==> src/rtl/divisor_secuencial_pkg.sv <==
// Shared definitions for the sequential divider: state encoding, default width
// and small helpers used by the controller.
package divisor_secuencial_pkg;

  localparam int ANCHO_DEF = 4;

  typedef enum logic [1:0] {
    IDLE  = 2'b00,
    RESTA = 2'b01,
    FIN   = 2'b10
  } estado_t;

  // The unused code 2'b11 behaves as IDLE, so it is never reported as busy.
  function automatic logic estado_ocupado(input estado_t e);
    return (e == RESTA) || (e == FIN);
  endfunction

  function automatic logic es_cero(input logic [ANCHO_DEF-1:0] v);
    return (v == '0);
  endfunction

endpackage

==> src/rtl/divisor_secuencial_unidad_resta.sv <==
// Combinational ANCHO-bit subtract unit: diferencia = minuendo - sustraendo,
// with borrow set when sustraendo > minuendo.
module unidad_resta
  import divisor_secuencial_pkg::*;
#(
  parameter int ANCHO = ANCHO_DEF
) (
  input  logic [ANCHO-1:0] minuendo,
  input  logic [ANCHO-1:0] sustraendo,
  output logic [ANCHO-1:0] diferencia,
  output logic             borrow
);

  logic [ANCHO:0] suma;

  // Two's-complement add; a missing carry out means the subtraction borrowed.
  assign suma       = {1'b0, minuendo} + {1'b0, ~sustraendo} + {{ANCHO{1'b0}}, 1'b1};
  assign diferencia = suma[ANCHO-1:0];
  assign borrow     = ~suma[ANCHO];

endmodule

==> src/rtl/divisor_secuencial.sv <==
// Sequential unsigned divider: repeated subtraction, one trial per clock,
// with a start/busy/done handshake and registered quotient/remainder outputs.
module divisor_secuencial
  import divisor_secuencial_pkg::*;
#(
  parameter int ANCHO = ANCHO_DEF
) (
  input  logic             clk,
  input  logic             rst_n,
  input  logic             start,
  input  logic [ANCHO-1:0] dividendo,
  input  logic [ANCHO-1:0] divisor,
  output logic             busy,
  output logic             done,
  output logic [ANCHO-1:0] cociente,
  output logic [ANCHO-1:0] residuo,
  output logic             div_cero
);

  estado_t          estado_q, estado_d;
  logic [ANCHO-1:0] r_q, r_d;
  logic [ANCHO-1:0] d_q, d_d;
  logic [ANCHO-1:0] q_q, q_d;
  logic [ANCHO-1:0] cociente_q, cociente_d;
  logic [ANCHO-1:0] residuo_q, residuo_d;
  logic             div_cero_q, div_cero_d;
  logic             done_q, done_d;
  logic             busy_q, busy_d;

  logic [ANCHO-1:0] diferencia;
  logic             borrow;

  unidad_resta #(
    .ANCHO (ANCHO)
  ) u_resta (
    .minuendo   (r_q),
    .sustraendo (d_q),
    .diferencia (diferencia),
    .borrow     (borrow)
  );

  always_comb begin
    estado_d   = estado_q;
    r_d        = r_q;
    d_d        = d_q;
    q_d        = q_q;
    cociente_d = cociente_q;
    residuo_d  = residuo_q;
    div_cero_d = div_cero_q;
    done_d     = 1'b0;

    case (estado_q)
      RESTA: begin
        if (!borrow) begin
          r_d = diferencia;
          q_d = q_q + ANCHO'(1);
        end else begin
          // Final trial borrowed: R and Q already hold the result.
          estado_d   = FIN;
          done_d     = 1'b1;
          cociente_d = q_q;
          residuo_d  = r_q;
          div_cero_d = 1'b0;
        end
      end
      FIN: begin
        estado_d = IDLE;
      end
      default: begin
        estado_d = IDLE;
        if (start) begin
          r_d = dividendo;
          d_d = divisor;
          q_d = '0;
          if (divisor == '0) begin
            estado_d   = FIN;
            done_d     = 1'b1;
            cociente_d = '1;
            residuo_d  = dividendo;
            div_cero_d = 1'b1;
          end else begin
            estado_d = RESTA;
          end
        end
      end
    endcase

    busy_d = estado_ocupado(estado_d);
  end

  always_ff @(posedge clk) begin
    if (!rst_n) begin
      estado_q   <= IDLE;
      r_q        <= '0;
      d_q        <= '0;
      q_q        <= '0;
      cociente_q <= '0;
      residuo_q  <= '0;
      div_cero_q <= 1'b0;
      done_q     <= 1'b0;
      busy_q     <= 1'b0;
    end else begin
      estado_q   <= estado_d;
      r_q        <= r_d;
      d_q        <= d_d;
      q_q        <= q_d;
      cociente_q <= cociente_d;
      residuo_q  <= residuo_d;
      div_cero_q <= div_cero_d;
      done_q     <= done_d;
      busy_q     <= busy_d;
    end
  end

  assign busy     = busy_q;
  assign done     = done_q;
  assign cociente = cociente_q;
  assign residuo  = residuo_q;
  assign div_cero = div_cero_q;

endmodule

==> config.mk <==
export PLATFORM = sky130hd
export DESIGN_NAME = divisor_secuencial
export DESIGN_NICKNAME = d
export VERILOG_FILES = /design/src/rtl/divisor_secuencial_pkg.sv /design/src/rtl/divisor_secuencial_unidad_resta.sv /design/src/rtl/divisor_secuencial.sv
export SDC_FILE = /design/constraint.sdc
export NUM_CORES = 1
export LEC_CHECK = 0
export ABC_AREA = 1
export ABC_CLOCK_PERIOD_IN_PS = 1800
export BUFFER_PORTS_ARGS = -buffer_cell sky130_fd_sc_hd__buf_2
export CAP_MARGIN = 20
export CORE_ASPECT_RATIO = 1.1
export CORE_MARGIN = 4
export CORE_UTILIZATION = 50
export CTS_BUF_LIST = sky130_fd_sc_hd__clkbuf_2
export DETAILED_ROUTE_END_ITERATION = 8
export PLACE_DENSITY_LB_ADDON = 0.15
export SYNTH_ARGS = -nofsm -noshare
export SYNTH_HDL_FRONTEND = slang
export SYNTH_SLANG_ARGS = --single-unit
==> constraint.sdc <==
create_clock -name clk -period 1.8 [get_ports clk]
set_input_delay 0 -clock clk [delete_from_list [all_inputs] [get_ports clk]]
set_output_delay 0 -clock clk [all_outputs]
set_load 0.005 [all_outputs]
==> results.py <==
metrics = {
    "outcome": {
        "run_status": "finished, final reports clean",
    },
    "floorplan": {
        "std_cell_rows": 19,
        "initial_core_util_pct": 54.0,
        "die-width_um": 58.4,
        "ports": 22,
        "core_area_um2": 2590,
        "die-area_um2": 3710,
        "die_height_um": 63.5,
    },
    "sta": {
        "tightest_slew_ns": 0.318,
        "unrepaired_setup_endpoints_after_global_routing": "no",
        "fin_skew_ns": 0.00780,
        "setup_ws_ns": 0.0920,
        "timing_max_transition_violations_final": 0,
        "final-hold-violation-count": 0,
        "period_minus_slack_ns": 1.71,
        "tns_ns": 0,
        "max_freq_mhz": 585,
        "timing.max_slew.rel_slack_pct": 78.8,
        "period_share_pct": 94.9,
        "setup_viol": 0,
    },
    "run": {
        "maxCapViolations": 0,
    },
    "clocking": {
        "max-clock-path-buffers": 2,
        "numClockSinks": 25,
        "worstSkewPairLatency_ns": 0.37,
        "cts_tree": "done",
        "tritoncts_buffer_count": 3,
        "clkSlewWorstSetupHoldPaths_ns": 0.25,
        "cts-root-buf": "sky130_fd_sc_hd__clkbuf_2",
        "h-tree-depth": 1,
    },
    "pwr": {
        "power_leakage_nw": 0.808,
        "max-vdd-ir-drop_v": 0.000547,
        "power.density_cell_area_nw_per_um2": 749,
    },
    "yosys": {
        "syn-num-nets": 203,
        "yosys.area_share.adder_pct": 7.69,
        "yosys_warnings": 0,
        "ys_types": 27,
        "post_synth_instance_area_um2": 1400,
        "yosys.area_share.simple_pct": 31.8,
        "synthesis.instances": 184,
        "avgSynthCellArea_um2": 7.60,
        "synth_top_family_by_area": "simple AND/OR/NAND/NOR gates",
        "synth_seq_area_share_pct": 35.8,
        "synthMuxAreaShare_pct": 0,
        "synth-seq-cells": 25,
        "xor_xnor_portion_of_the_synthesized_cell_area_pct": 1.88,
        "synth_compound_area_share_pct": 13.4,
    },
    "route": {
        "starting_drt_drc_count": 51,
        "detail_route.wl_per_cell_um": 12.5,
        "drcViolationCount": 0,
        "route.final.wire_length_um": 3150,
        "firstDrtPassIters": 4,
        "route.vias.total": 1276,
        "detail-route-antenna-nets": 0,
        "via_per_inst": 5.08,
    },
    "finish": {
        "fillers": 225,
        "layout.cells.most_common_list": "sky130_fd_sc_hd__nand2_1 (29), sky130_fd_sc_hd__nor2_1 (28), sky130_fd_sc_hd__dfxtp_1 (23)",
        "layout.nets": 240,
        "mostFrequentLayoutCell": "sky130_fd_sc_hd__nand2_1",
        "flow.area_growth_from_synthesis_pct": 23.6,
        "drive_gt1_share_pct": 28.6,
        "insertedDiodeCount": 0,
        "post_layout_nonfiller_instances": 251,
    },
    "worst_setup_path": {
        "cp_data_arrival_time_ns": 2.04,
        "worst_reg2reg_path_depth": 8,
        "timing.critical_path.to_type": "flip-flop",
        "cp_data_required_time_ns": 2.13,
        "cp_slowest_cell": "sky130_fd_sc_hd__fa_2",
        "critPathKind": "flip-flop to flip-flop",
        "timing.critical_path.cells": "inv_2, ha_4, inv_2, fa_2, nand3_4, nand3_4, or2_2, a21oi_2",
        "ff2ff_setup_slack_ns": 0.09,
        "timing.critical_path.from_type": "flip-flop",
        "cpPeakStageDelay_ns": 0.39,
        "timing.critical_path.fanout_max": 3,
    },
    "placed_design": {
        "numPlacedInstances": 234,
        "pre_cts_ws_ns": -0.0474,
        "final_weighted_congestion_in_routability_driven_placement": 0.823,
        "port_buffers": 21,
        "dpl.hpwl_um": 2240,
    },
    "min_path": {
        "cell_count_of_the_worst_hold_path": 7,
        "path_type_of_the_worst_min_delay_path": "input port to flip-flop",
    },
    "global_routing": {
        "wire_length_of_the_first_global_routing_pass_um": 5260,
        "vias_in_the_first_global_route": 1256,
        "globalRouteTotalUtil_pct": 17.8,
        "grt_max_degree": 20,
        "grt-ovfl-total": 0,
        "grt_antenna_before_repair": 0,
    },
}
repair_timing:
action,in CTS,in global routing
endpoints found under the hold margin,12,0
resized for setup,2,20
hold buffers,9,0
cloned,0,0
endpoints found under the setup margin,7,17
buffers inserted,0,4
pin swaps,0,6
sequential cells by signal, summed over array words and instances (netlist names):
| register | flops |
|---|---|
| cociente | 4 |
| d_q | 4 |
| q_q | 4 |
| r_q | 4 |
| residuo | 4 |
| estado_q | 2 |
| busy | 1 |
| div_cero | 1 |
| done | 1 |
path summary, 6_finish.rpt:
kind	endpoint	start
worst max-delay path	done	r_q[0]
worst min-delay path	r_q[3]	dividendo[3]
worst max register to register	done	r_q[0]
worst min register to register	div_cero	div_cero
power breakdown:
| group | internal, W | leakage, nW | total, W | switching [W] |
|---|---|---|---|---|
| combinational | 0.000179 | 0.590 | 0.000433 | 0.000253 |
| clock | 0.0000515 | 0.0126 | 0.000232 | 0.000180 |
| sequential | 0.000600 | 0.206 | 0.000630 | 0.0000298 |
| total | 0.000831 | 0.808 | 0.00129 | 0.000463 |
synthesized netlist by cell type:
cell                       instances  area (um^2)
sky130_fd_sc_hd__clkbuf_8          2         27.5
sky130_fd_sc_hd__xor2_1            2         17.5
sky130_fd_sc_hd__ha_1              7         87.6
sky130_fd_sc_hd__nand2_4           1         11.3
sky130_fd_sc_hd__nand2_2           1         6.26
sky130_fd_sc_hd__a21oi_4           2         32.5
sky130_fd_sc_hd__o21bai_1          1         7.51
sky130_fd_sc_hd__nand2_1          31          116
sky130_fd_sc_hd__o21ai_0          12         60.1
sky130_fd_sc_hd__clkbuf_1          1         3.75
sky130_fd_sc_hd__dfxtp_1          25          500
sky130_fd_sc_hd__nand3_4           2         35.0
sky130_fd_sc_hd__xnor2_1           1         8.76
sky130_fd_sc_hd__nand3_1          14         70.1
sky130_fd_sc_hd__nand4_4           1         21.3
sky130_fd_sc_hd__fa_1              1         20.0
sky130_fd_sc_hd__a21oi_1          16         80.1
sky130_fd_sc_hd__nand3_2           1         10.0
sky130_fd_sc_hd__nand4_1           2         12.5
sky130_fd_sc_hd__buf_8             1         15.0
sky130_fd_sc_hd__buf_4             1         7.51
sky130_fd_sc_hd__inv_1            19         71.3
sky130_fd_sc_hd__a21boi_0          1         7.51
sky130_fd_sc_hd__or2_2             1         6.26
sky130_fd_sc_hd__nor2_1           28          105
sky130_fd_sc_hd__nor2_2            8         50.1
sky130_fd_sc_hd__inv_2             2         7.51
metrics by stage:
stage	hold slack, ns	instance area, um^2	utilization, %	power, W
floorplan	0.169	1400	-	0.000910
global placement	0.264	1510	58.3	0.000977
detailed placement	0.279	1510	58.3	0.000991
CTS	0.0230	1630	63.0	0.00125
global route	0.0818	1730	66.7	0.00138
finish	0.0359	1730	66.7	0.00129
worst max-delay path: cells and delay by family (launching register included):
family          cells  cell delay, ns
simple gates        3            0.54
fa+ha+maj           2            0.52
flops               1            0.38
buf+inv             2            0.12
compound gates      1            0.12
kinds of logic (layout without fill, tap and decap cells):
family                     count (synthesis)  in the layout
and+or+nand+nor                           90             90
adders and majority gates                  8              8
xor gates and xnor gates                   3              3
buffers and inverters                     26             62
AOI/OAI and AO/OA                         32             32
DFF                                       25             25
layout make-up:
type / count / area (um^2) / area share (%)
Tap cell: 31 / 38.8 / 2.24
Inverter: 21 / 81.3 / 4.70
Clock inverter: 1 / 7.51 / 0.434
Clock buffer: 3 / 15.0 / 0.868
Multi-Input combinational cell: 133 / 836 / 48.3
Timing Repair Buffer: 37 / 248 / 14.3
Sequential cell: 25 / 503 / 29.1
per-layer routing:
| metal | wire length (um) | up-vias | GRT usage [%] |
|---|---|---|---|
| li1 | - | 662 | - |
| met1 | 1260 | 573 | 19.8 |
| met2 | 1670 | 30 | 33.5 |
| met3 | 126 | 11 | 1.84 |
| met4 | 92 | 0 | 6.38 |
| met5 | 0 | - | 0 |
(Power assumes the default switching activity.)
